$ cat src/rtl/coin_acceptor.sv
// Coin sensor front end: synchronises and debounces the two coin sensors, then emits accept/reject pulses and a saturating credit total.
// Define COIN_JAM_DETECT_EN to build the jam counter and the JAM state; otherwise jam is held at 0.
module coin_acceptor #(
    parameter int DEBOUNCE_CYCLES = 4,
    parameter int JAM_CYCLES      = 1000
) (
    input  logic       clk,
    input  logic       rst_n,
    input  logic       coin1_raw,
    input  logic       coin2_raw,
    input  logic       accept_en,
    input  logic       credit_clr,
    output logic       coin_1,
    output logic       coin_2,
    output logic       coin_reject,
    output logic       jam,
    output logic [7:0] credit_total
);

    typedef enum logic [1:0] {
        ST_IDLE         = 2'd0,
        ST_DEBOUNCE     = 2'd1,
        ST_WAIT_RELEASE = 2'd2,
        ST_JAM          = 2'd3
    } state_t;

    localparam logic [3:0]  DB_LAST = 4'(DEBOUNCE_CYCLES - 1);
    localparam logic [15:0] JAM_LIM = 16'(JAM_CYCLES);

    function automatic logic [7:0] credit_add(input logic [7:0] base, input logic [1:0] val);
        logic [8:0] sum;
        sum = {1'b0, base} + {7'd0, val};
        return sum[8] ? 8'hFF : sum[7:0];
    endfunction

    logic       c1_meta_q, c2_meta_q;
    logic       s1_q, s2_q;
    state_t     state_q;
    logic [3:0] cnt_q;
    logic       sel_q;
    logic       coin1_q, coin2_q, reject_q, jam_q;
    logic [7:0] credit_q;

    logic any_s, both_s, latched_s, other_s, jam_hit_s;

    assign any_s     = s1_q | s2_q;
    assign both_s    = s1_q & s2_q;
    assign latched_s = sel_q ? s2_q : s1_q;
    assign other_s   = sel_q ? s1_q : s2_q;

    // Two-flop synchronisers for the asynchronous sensor inputs.
    always_ff @(posedge clk) begin
        if (!rst_n) begin
            c1_meta_q <= 1'b0;
            c2_meta_q <= 1'b0;
            s1_q      <= 1'b0;
            s2_q      <= 1'b0;
        end else begin
            c1_meta_q <= coin1_raw;
            c2_meta_q <= coin2_raw;
            s1_q      <= c1_meta_q;
            s2_q      <= c2_meta_q;
        end
    end

`ifdef COIN_JAM_DETECT_EN
    logic [15:0] jam_cnt_q;

    assign jam_hit_s = any_s && (jam_cnt_q == JAM_LIM - 16'd1);

    // Counts consecutive sensor-high cycles while a coin is being handled.
    always_ff @(posedge clk) begin
        if (!rst_n) begin
            jam_cnt_q <= 16'd0;
        end else if (any_s && (state_q == ST_DEBOUNCE || state_q == ST_WAIT_RELEASE)) begin
            jam_cnt_q <= jam_cnt_q + 16'd1;
        end else begin
            jam_cnt_q <= 16'd0;
        end
    end
`else
    logic [15:0] unused_jam_lim;

    assign unused_jam_lim = JAM_LIM;
    assign jam_hit_s      = 1'b0;
`endif

    // Main FSM with registered pulses, jam level and credit total.
    always_ff @(posedge clk) begin
        if (!rst_n) begin
            state_q  <= ST_IDLE;
            cnt_q    <= 4'd0;
            sel_q    <= 1'b0;
            coin1_q  <= 1'b0;
            coin2_q  <= 1'b0;
            reject_q <= 1'b0;
            jam_q    <= 1'b0;
            credit_q <= 8'd0;
        end else begin
            coin1_q  <= 1'b0;
            coin2_q  <= 1'b0;
            reject_q <= 1'b0;
            // An accept below overrides this clear with the coin value added to 0.
            if (credit_clr) begin
                credit_q <= 8'd0;
            end else begin
                credit_q <= credit_q;
            end
            case (state_q)
                ST_IDLE: begin
                    cnt_q <= 4'd0;
                    if (both_s) begin
                        reject_q <= 1'b1;
                        state_q  <= ST_WAIT_RELEASE;
                    end else if (any_s) begin
                        sel_q   <= s2_q;
                        state_q <= ST_DEBOUNCE;
                    end else begin
                        state_q <= ST_IDLE;
                    end
                end
                ST_DEBOUNCE: begin
                    if (jam_hit_s) begin
                        jam_q   <= 1'b1;
                        cnt_q   <= 4'd0;
                        state_q <= ST_JAM;
                    end else if (other_s) begin
                        reject_q <= 1'b1;
                        cnt_q    <= 4'd0;
                        state_q  <= ST_WAIT_RELEASE;
                    end else if (!latched_s) begin
                        cnt_q   <= 4'd0;
                        state_q <= ST_IDLE;
                    end else if (cnt_q == DB_LAST) begin
                        if (accept_en) begin
                            coin1_q  <= ~sel_q;
                            coin2_q  <= sel_q;
                            credit_q <= credit_add(credit_clr ? 8'd0 : credit_q,
                                                   sel_q ? 2'd2 : 2'd1);
                        end else begin
                            reject_q <= 1'b1;
                        end
                        cnt_q   <= 4'd0;
                        state_q <= ST_WAIT_RELEASE;
                    end else begin
                        cnt_q <= cnt_q + 4'd1;
                    end
                end
                ST_WAIT_RELEASE, ST_JAM: begin
                    if (jam_hit_s && state_q == ST_WAIT_RELEASE) begin
                        jam_q   <= 1'b1;
                        cnt_q   <= 4'd0;
                        state_q <= ST_JAM;
                    end else if (any_s) begin
                        cnt_q <= 4'd0;
                    end else if (cnt_q == DB_LAST) begin
                        jam_q   <= 1'b0;
                        cnt_q   <= 4'd0;
                        state_q <= ST_IDLE;
                    end else begin
                        cnt_q <= cnt_q + 4'd1;
                    end
                end
                default: begin
                    cnt_q   <= 4'd0;
                    jam_q   <= 1'b0;
                    state_q <= ST_IDLE;
                end
            endcase
        end
    end

    assign coin_1       = coin1_q;
    assign coin_2       = coin2_q;
    assign coin_reject  = reject_q;
    assign jam          = jam_q;
    assign credit_total = credit_q;

endmodule

$ cat config.mk
export PLATFORM = sky130hd
export DESIGN_NAME = coin_acceptor
export DESIGN_NICKNAME = d
export VERILOG_FILES = /design/src/rtl/coin_acceptor.sv
export SDC_FILE = /design/constraint.sdc
export NUM_CORES = 1
export LEC_CHECK = 0
export ABC_CLOCK_PERIOD_IN_PS = 2370
export BUFFER_PORTS_ARGS = -buffer_cell sky130_fd_sc_hd__buf_2
export CORE_MARGIN = 2
export CORE_UTILIZATION = 50
export DETAILED_ROUTE_END_ITERATION = 10
export PLACE_DENSITY = 0.72
export SLEW_MARGIN = 25
export SYNTH_ARGS = -nofsm -noshare
export SYNTH_HDL_FRONTEND = slang
export SYNTH_SLANG_ARGS = --single-unit
$ cat constraint.sdc
create_clock -name clk -period 2.37 [get_ports clk]
set_input_delay 0.237 -clock clk [delete_from_list [all_inputs] [get_ports clk]]
set_output_delay 0.237 -clock clk [all_outputs]
set_load 0.005 [all_outputs]
==> results.json <==
{
  "fin_crit_ns": 2.176,
  "dp_hpwl_microns": 1677,
  "start_util_pct": 53.17,
  "fin_crit_sh_pct": 91.83,
  "drive_gt1_share_pct": 21.53,
  "skew_ns": 0.005645,
  "clockPowerShare_pct": 28.7,
  "worstReg2RegStart": "credit_total[1]",
  "crit_path_end_kind": "register",
  "overflow": 0,
  "startpoint": "credit_total[1]",
  "yosysSeqAreaShare_pct": 37.45,
  "cp-endpoint": "credit_total[4]",
  "drcViolationCount": 0,
  "cts_made_buffers": 3,
  "synth_area_sq_mm": 0.001176,
  "grt_pass1_vias": 879,
  "antenna_found_initial": 0,
  "avgRoutedWirePerCell_microns": 13.21,
  "worst-setup-path-type": "register to register",
  "peakVddDrop_mv": 0.2513,
  "fin_setup_tns_ns": 0,
  "final_util_pct": 58.09,
  "internal_power_w": 0.0004496,
  "cts.clk_slew.worst_paths_ns": 0.12,
  "ios": 18,
  "n_antenna_cell": 0,
  "async_flop_share_pct": 0,
  "synth-edff-count": 0,
  "grt_first_pass_wirelength_microns": 3912,
  "initialDrtViolationCount": 24,
  "via_per_inst": 5.645,
  "portBuffers": 16,
  "rows": 17,
  "cts-root-buf": "clkbuf_4",
  "vias": 971,
  "swShare_pct": 23.12,
  "post_cts_buffers": 0,
  "fmax_ghz": 0.4595,
  "grt_max_degree": 24,
  "hold_viol": 0,
  "synth_area_leaders": "dfxtp_1, ha_1, and2_1, nand2_1, bufbuf_16",
  "cts_tree": "built",
  "cts.sinks": 22,
  "ys_ff_latch": 22,
  "synth_cell_types": 47,
  "final_antenna_net_count": 0,
  "outcome": "finished clean",
  "r2r-end": "credit_total[4]",
  "hold_buffers": 0,
  "areaGrowthSynthToFinish_pct": 9.255,
  "dieHeight_microns": 52.50,
  "critPathLaunchType": "register",
  "maxCapViolations": 0,
  "htree_levels": 1,
  "timing_max_transition_violations_final": 0,
  "setup_viol": 0,
  "cp_data_arrival_time_ns": 2.39,
  "die_x_microns": 52.50,
  "switchingPower_w": 0.0001352,
  "grtUsageTotal_pct": 19.39,
  "p_seq_share_pct": 65.3,
  "drt-total-wl_microns": 2272,
  "rr_worst_depth": 6,
  "die-area_sq_mm": 0.002756,
  "p_leak_nw": 0.5255,
  "dominantRegCellSynth": "dfxtp_1",
  "fin_nets": 158,
  "syn_avg_cell_area_sq_um": 9.261,
  "largest_reg_flops": 8,
  "yosysWarnings": 0,
  "crit_required_ns": 2.58,
  "clock_path_buffers": 2,
  "synth_largest_area_cell": "dfxtp_1",
  "reg2reg_slack_ns": 0.19,
  "coreArea_sq_mm": 0.002212,
  "hold_path_class": "primary input to register",
  "synth_cells": 127,
  "power.density_mw_per_mm2": 455.2,
  "drtPass1Iterations": 4,
  "gp_congestion": 0.8390,
  "syn_nets": 139,
  "path_max_fanout": 6,
  "p_comb_share_pct": 6.0,
  "clk-insertion-delay-late_ns": 0.31,
  "rsz0062_at_grt": "no",
  "yosysTopAreaCellShare_pct": 37.45
}
## layout by cell type (no fill, tap or decap), types with 2 or more instances in the layout
cell type   n
buf_4       2
o2111a_1    2
or4_1       2
nand2b_1    4
o2111ai_1   2
nor2b_1     2
nand2_1    10
nand3_1     6
dfxtp_1    22
clkbuf_4    3
nand3b_1    3
or3b_2      2
a21oi_1     5
and2_1      6
nor2_1      5
o21ai_0     6
inv_1       8
nand4_1     2
ha_1        5
and3_1      3
nor3_1      2
buf_2      16
nor3b_1     2
## layer usage
| layer | global-route usage [%] | vias to the layer above | routed length [microns] |
|---|---|---|---|
| met4 | 8.974 | 0 | 39 |
| met1 | 26.25 | 447 | 1058 |
| met3 | 3.714 | 6 | 90 |
| met5 | 0 | - | 0 |
| met2 | 29.58 | 24 | 1083 |
| li1 | - | 494 | - |
## final cells by class
| type | instances | area, sq um |
|---|---|---|
| Fill cell | 211 | 927.1 |
| Multi-Input combinational cell | 93 | 661.9 |
| Sequential cell | 22 | 440.4 |
| Timing Repair Buffer | 18 | 95.09 |
| Tap cell | 28 | 35.03 |
| Inverter | 8 | 30.03 |
| Clock buffer | 3 | 22.52 |
## worst min path at each step
stage,startpoint,endpoint,slack (ns),depth (start not counted)
6_report,coin1_raw,c1_meta_q,0.13,2
5_1_grt,coin1_raw,c1_meta_q,0.12,2
4_1_cts,coin1_raw,c1_meta_q,0.12,2
3_5_place_dp,c1_meta_q,s1_q,0.42,1
3_3_place_gp,c1_meta_q,s1_q,0.41,1
2_1_floorplan,coin1_raw,c1_meta_q,0.36,1
## cell families after synthesis
| group | Yosys count | share of synthesized area [%] |
|---|---|---|
| simple gates | 59 | 31.28 |
| compound gates | 25 | 15.75 |
| flops | 22 | 37.45 |
| buf+inv | 12 | 6.702 |
| fa+ha+maj | 6 | 7.021 |
| xor+xnor | 2 | 1.490 |
| other cells | 1 | 0.3188 |
## cells in the mapped netlist, drive strengths merged (2+ instances only)
master	n
o2111a	2
and2	6
nor2b	2
dfxtp	22
a21oi	5
nor2	5
or3b	2
or4	2
buf	2
inv	8
nand3	6
o21ai	6
or3	2
nand3b	3
ha	5
nand2	10
nand2b	4
nor3b	4
nand4	2
and3	3
o2111ai	2
nor3	3
## stage by stage
stage                     worst slack [ns]  hold slack [ns]  std cells  power (W)  instance area, sq um
after floorplan                     0.3478           0.3643        127  0.0004188                  1176
after global placement              0.2452           0.4129        169  0.0004239                  1257
after detailed placement            0.1165           0.4215        169  0.0004253                  1257
after CTS                           0.1399           0.1197        172  0.0005925                  1280
after global routing               0.04689           0.1188        172  0.0006158                  1285
final                               0.1937           0.1302        172  0.0005849                  1285
## worst max-delay path, cell delays in order (launching register included)
cell and delay (ns):
dfxtp_1 0.36, nor2b_1 0.26, inv_1 0.10, fa_1 0.44
nand3b_1 0.28, or4b_1 0.51, o2111a_1 0.15
## repair_timing
| item | 4_1_cts | 5_1_grt |
|---|---|---|
| resized for setup | 0 | 1 |
| setup endpoints to repair | 0 | 3 |
| endpoints found under the hold margin | 0 | 0 |
## power groups by stage
| stage | Clock [W] | Sequential, W | Combinational (W) |
|---|---|---|---|
| CTS | 0.000175 | 0.000382 | 0.0000353 |
| global placement | 0 | 0.000390 | 0.0000340 |
| global route | 0.000191 | 0.000384 | 0.0000406 |
| floorplan | 0 | 0.000389 | 0.0000302 |
| detailed placement | 0 | 0.000390 | 0.0000352 |
| finish | 0.000168 | 0.000382 | 0.0000352 |
(Power assumes the default switching activity.)
